<file path="src/rtl/pe_agu_sched.sv">
// pe_agu_sched
// Per-PE scheduler between the PE-group controller and the PE address
// generation unit. Instructions are queued in a small FIFO and issued to the
// AGU strictly in order. Each issue consumes one filled half of the ping-pong
// index buffer. The next instruction is not issued until the AGU reports done
// again.
//
// Ports
//   clk, rst             clock, synchronous active-high reset
//   ins_data/valid/ready instruction push handshake (ready = queue not full)
//   idx_wr_done          loader pulse: write half of the index buffer is full
//   idx_wr_ready         write half is free for the loader
//   agu_start            one-cycle start pulse to the AGU
//   agu_switch_idx_buf   one-cycle ping-pong swap pulse (always precedes start)
//   agu_* fields         decoded fields of the issued instruction, held until
//                        the next swap
//   agu_done             AGU done level (1 = idle)
//   busy                 queue non-empty or an instruction in flight
//   ins_done_cnt         completed-instruction count (wraps)
module pe_agu_sched #(
  parameter int INS_DEPTH = 4,
  parameter int INS_W     = 24,
  parameter int CNT_W     = 16
) (
  input  logic             clk,
  input  logic             rst,
  input  logic [INS_W-1:0] ins_data,
  input  logic             ins_valid,
  output logic             ins_ready,
  input  logic             idx_wr_done,
  output logic             idx_wr_ready,
  output logic             agu_start,
  output logic [1:0]       agu_mode,
  output logic [7:0]       agu_idx_cnt,
  output logic [7:0]       agu_trip_cnt,
  output logic             agu_is_new,
  output logic [3:0]       agu_pad_code,
  output logic             agu_cut_y,
  output logic             agu_switch_idx_buf,
  input  logic             agu_done,
  output logic             busy,
  output logic [CNT_W-1:0] ins_done_cnt
);

  localparam int PTR_W = $clog2(INS_DEPTH);
  localparam logic [PTR_W:0] DEPTH_L = (PTR_W + 1)'(INS_DEPTH);

  typedef enum logic [2:0] {
    S_IDLE,
    S_SWITCH,
    S_START,
    S_ARM,
    S_BUSY
  } state_t;

  state_t             state_reg;
  logic [INS_W-1:0]   mem [INS_DEPTH];
  logic [PTR_W-1:0]   wr_ptr_reg;
  logic [PTR_W-1:0]   rd_ptr_reg;
  logic [PTR_W:0]     occ_reg;
  logic               wr_full_reg;
  logic [INS_W-1:0]   ins_reg;
  logic               start_reg;
  logic               switch_reg;
  logic [CNT_W-1:0]   done_cnt_reg;
  logic               push;
  logic               pop;

  assign ins_ready    = (occ_reg < DEPTH_L);
  assign idx_wr_ready = ~wr_full_reg;
  assign push         = ins_valid && ins_ready;

  // The queue head is popped on the edge that enters SWITCH, so the fields
  // are already on the outputs during the swap cycle and are stable for a
  // full cycle before the start pulse.
  assign pop = (state_reg == S_IDLE) && (occ_reg != '0) && wr_full_reg && agu_done;

  assign busy = (occ_reg != '0) || (state_reg != S_IDLE);

  assign agu_start          = start_reg;
  assign agu_switch_idx_buf = switch_reg;
  assign ins_done_cnt       = done_cnt_reg;
  assign agu_mode           = ins_reg[1:0];
  assign agu_idx_cnt        = ins_reg[9:2];
  assign agu_trip_cnt       = ins_reg[17:10];
  assign agu_is_new         = ins_reg[18];
  assign agu_pad_code       = ins_reg[22:19];
  assign agu_cut_y          = ins_reg[23];

  // Queue storage: write port only, no reset, so it maps onto RAM.
  always_ff @(posedge clk) begin
    if (push) begin
      mem[wr_ptr_reg] <= ins_data;
    end
  end

  always_ff @(posedge clk) begin
    if (rst) begin
      state_reg    <= S_IDLE;
      wr_ptr_reg   <= '0;
      rd_ptr_reg   <= '0;
      occ_reg      <= '0;
      wr_full_reg  <= 1'b0;
      ins_reg      <= '0;
      start_reg    <= 1'b0;
      switch_reg   <= 1'b0;
      done_cnt_reg <= '0;
    end else begin
      start_reg  <= 1'b0;
      switch_reg <= 1'b0;

      if (push) begin
        wr_ptr_reg <= wr_ptr_reg + PTR_W'(1);
      end
      if (pop) begin
        rd_ptr_reg <= rd_ptr_reg + PTR_W'(1);
        ins_reg    <= mem[rd_ptr_reg];
      end
      occ_reg <= occ_reg + {{PTR_W{1'b0}}, push} - {{PTR_W{1'b0}}, pop};

      // A load finishing in the swap cycle refills the freed half, so the
      // set takes priority over the clear. A load while already full is a
      // loader protocol error and simply leaves the flag set.
      if (idx_wr_done) begin
        wr_full_reg <= 1'b1;
      end else if (state_reg == S_SWITCH) begin
        wr_full_reg <= 1'b0;
      end

      case (state_reg)
        S_IDLE: begin
          if (pop) begin
            state_reg  <= S_SWITCH;
            switch_reg <= 1'b1;
          end
        end
        S_SWITCH: begin
          state_reg <= S_START;
          start_reg <= 1'b1;
        end
        S_START: begin
          state_reg <= S_ARM;
        end
        S_ARM: begin
          // agu_done still shows the pre-start idle level here.
          state_reg <= S_BUSY;
        end
        S_BUSY: begin
          if (agu_done) begin
            done_cnt_reg <= done_cnt_reg + CNT_W'(1);
            state_reg    <= S_IDLE;
          end
        end
        default: begin
          state_reg <= S_IDLE;
        end
      endcase
    end
  end

endmodule
</file>
<file path="config.mk">
export PLATFORM = sky130hd
export DESIGN_NAME = pe_agu_sched
export DESIGN_NICKNAME = d
export VERILOG_FILES = /design/src/rtl/pe_agu_sched.sv
export SDC_FILE = /design/constraint.sdc
export NUM_CORES = 1
export LEC_CHECK = 0
export ABC_AREA = 1
export CAP_MARGIN = 20
export CORE_ASPECT_RATIO = 1.1
export CORE_MARGIN = 8
export CORE_UTILIZATION = 35
export CTS_CLUSTER_DIAMETER = 30
export DETAILED_ROUTE_END_ITERATION = 8
export PLACE_DENSITY_LB_ADDON = 0.3
export SLEW_MARGIN = 20
export SYNTH_ARGS = -nofsm -noshare
export SYNTH_HDL_FRONTEND = slang
export SYNTH_SLANG_ARGS = --single-unit
</file>
<file path="constraint.sdc">
create_clock -name clk -period 2 [get_ports clk]
set_input_delay 0.5 -clock clk [delete_from_list [all_inputs] [get_ports clk]]
set_output_delay 0.5 -clock clk [all_outputs]
set_load 0.05 [all_outputs]
</file>
==> key figures <==
Place
  – I/O Buffers: 73
  – Dpl ws: -0.481 ns
  – Placed insts: roughly 810
  – RD Place Congestion: 0.806
  – Post-DP HPWL: ~8500 um

Synthesis
  – Post-Synth Adder-Cell Area: under 10%
  – Synth Warn #: 0
  – Yosys cell types: 33
  – Main combinational cell family by area after synthesis: simple AND/OR/NAND/NOR gates
  – Synth Area in Simple Gates: between 10% and 20%
  – Synthesized Nets: approximately 570
  – Compound-cell area share of the yosys netlist: between 10% and 20%
  – Multiplexer area fraction after synthesis: 0%
  – Cell area after synthesis: between 0.005 and 0.006 sq mm
  – Top cell type's share of synthesized area: 49.3%
  – XOR/XNOR Fraction of Synth Area: 0.449%
  – Seq cells post-synth: approximately 150
  – Mapped Cells: 537
  – Sequential area share after synthesis: between 60% and 70%
  – Most area-consuming cells after synthesis: edfxtp_1 49%, dfxtp_1 18%, nor2_1 7.9%, o21ai_0 6.8%, o22ai_1 2.6%
  – Cell taking the most area after synthesis: edfxtp_1
  – Mean Syn Cell Area: about 11 sq um

STA
  – Hold_ws: 0.516 ns
  – Clock Skew: ~0.0054 ns
  – Fin worst setup slack: about 0.13 ns
  – Max Clk Rate: around 530 MHz
  – Finish-stage setup viols: 0
  – Actual slew at the worst max-slew pin: 0.496 ns
  – TNS Setup: 0 ns
  – RSZ-0062 raised after global routing: false
  – Fin crit period: roughly 1.9 ns
  – Slew Limit Headroom: about two thirds
  – Hold Fails Final Rpt: 0
  – Pins Over Slew Limit: 0
  – Period utilisation layout: 93.7%

Status
  – Status: complete, no violations

Drt
  – Vias per Instance: roughly 5
  – Met3 WL: ~670 um
  – Top layer in use: met4
  – Routed length on met2: around 6600 um
  – DRT met1 WL: between 5000 and 6000 um
  – Via count: 4099
  – DRC Markers: 0
  – Iter 0 DRT Violations: around 180
  – Routed WL: between 10000 and 15000 um
  – Antenna Violating Nets Remaining: 0
  – DR pass1 iterations: 4
  – WL/cell: ~16 um

Global route
  – Initial antenna violation count: 0
  – First-pass GRT wire length: 21200 um
  – Largest net degree at the start of global routing: 42
  – Total track usage: approximately 13%
  – Vias in the first global route: approximately 4200
  – Remaining Overflow, GRT: 0

Clock tree
  – # clock sinks: about 150
  – Clk Latency, worst-skew pair: roughly 0.42 ns
  – CTS tree: done
  – Clock buffer depth: 2
  – H-tree levels: 4
  – Post-CTS setup buffer count: 0
  – CTS Buf Count: 17
  – CTS root buf: clkbuf_16
  – Clock-pin transition on the worst setup and hold timing paths: about 0.06 ns
  – Hold buffer count at CTS: 0

Die
  – IO Count: 74
  – Rows: 49
  – Die ar.: approximately 0.021 sq mm
  – Chip width: roughly 140 um
  – Die height: 152 um
  – Starting density of the core: between 30% and 40%
  – Core ar.: about 0.016 sq mm

Worst hold path
  – Tightest Hold Check Type: register to register

Critical path
  – Worst-path fanout max: 2
  – WP data required: approximately 2.3 ns
  – RR Endpoint: occ_reg[2]$_SDFF_PP0_
  – CP Class: register to register
  – Worst path arrival time: 2.21 ns
  – Critical path destination: occ_reg[2]$_SDFF_PP0_
  – Start point of the critical path: occ_reg[0]$_SDFF_PP0_
  – R2r setup slk: 0.13 ns
  – Crit end category: register
  – Reg2reg start: occ_reg[0]$_SDFF_PP0_
  – Reg2reg path depth: 12
  – Critical Path Start Type: register

Final layout
  – Most common cell after layout, fill and taps aside: nor2_1
  – Non-Filler Instances: about 840
  – Synthesis-to-layout area growth: 27.8%
  – Layout cells sized above 1: about a fifth
  – Most frequent cells in the layout: 118 x nor2_1, 96 x edfxtp_1, 80 x o21ai_0, 59 x buf_4, 51 x dfxtp_1
  – Antenna cells: 0
  – Max reg flops: 96
  – Nets@finish: around 660

Pwr
  – Power Density: between 1000 and 1500 mW/mm^2
  – Leak: 2.79 nW
  – Peak VDD IR: approximately 640 uV
  – Total Power: approximately 0.0088 W

Run
  – MaxCap Viol Count: 0
## logic make-up after synthesis
group / count (synthesis)
buffers and inverters: 60
DFF: 149
xor gates and xnor gates: 3
and+or+nand+nor: 195
AOI/OAI and AO/OA: 122
adders and majority gates: 8
## worst max-delay path, stage by stage (launching register included)
cell and delay [ns]:
dfxtp_1 0.37, nor2_4 0.06, nand2_2 0.08, nand3_4 0.09, nor2_8 0.12, ha_1 0.22, inv_1 0.06, ha_1 0.13
inv_1 0.05, fa_1 0.35, inv_1 0.07, o21ai_0 0.08, a21oi_1 0.12
## Yosys cell counts, drive strengths merged
| cell type | number |
|---|---|
| o21ai | 81 |
| nand3 | 12 |
| inv | 35 |
| nand2 | 36 |
| fa | 1 |
| nor3b | 1 |
| clkbuf | 14 |
| a21oi | 16 |
| nand3b | 1 |
| nor3 | 7 |
| clkinv | 1 |
| nor2 | 134 |
| o21bai | 1 |
| xor2 | 1 |
| xnor2 | 2 |
| o22ai | 24 |
| dfxtp | 53 |
| nand4 | 4 |
| edfxtp | 96 |
| buf | 10 |
| ha | 7 |
## stage by stage
| step | cell area [sq um] | utilization (%) |
|---|---|---|
| finish | 7470 | 45.7 |
| global route | 7470 | 45.7 |
| CTS | 7450 | 45.5 |
| detailed placement | 6830 | 41.7 |
| global placement | 6830 | 41.7 |
| floorplan | 5860 | - |
## cell type report
type                    instances  area [sq um]
clock inverters                10           151
inverters                      36           150
clock buffers                  22           474
fillers                      1514          8890
well taps                     204           255
multi-input cells             328          1650
repair buffers                 94           840
flip-flops and latches        149          3950
## routing by layer
layer / track usage (%) / vias up
met5: 0 / -
met4: 5.38 / 0
met3: 4.17 / 18
met2: 22.8 / 101
met1: 14.3 / 1954
li1: - / 2026
## worst min path at each step
stage,start,to,cells past startpoint
final,ins_reg[5]$_SDFFE_PP0P_,ins_reg[5]$_SDFFE_PP0P_,2
after CTS,ins_reg[13]$_SDFFE_PP0P_,ins_reg[13]$_SDFFE_PP0P_,2
after detailed placement,ins_reg[2]$_SDFFE_PP0P_,ins_reg[2]$_SDFFE_PP0P_,2
after global placement,ins_done_cnt[7]$_SDFFE_PP0P_,ins_done_cnt[7]$_SDFFE_PP0P_,2
after global routing,ins_reg[7]$_SDFFE_PP0P_,ins_reg[7]$_SDFFE_PP0P_,2
after floorplan,state_reg[1]$_SDFFE_PP0P_,state_reg[2]$_SDFFE_PP0P_,2
## report_power, final
| part | switching [W] | internal (W) |
|---|---|---|
| sequential | 0.000133 | 0.00361 |
| clock | 0.00117 | 0.00217 |
| combinational | 0.00114 | 0.000548 |
## what timing repair did
| action | 4_1_cts | 5_1_grt |
|---|---|---|
| pin swaps | 1 | 0 |
| endpoints found under the hold margin | 0 | 0 |
| gates cloned | 0 | 0 |
| resized for setup | 3 | 5 |
| setup endpoints to repair | 3 | 1 |
Note: power is estimated with default switching activity, not from simulation.
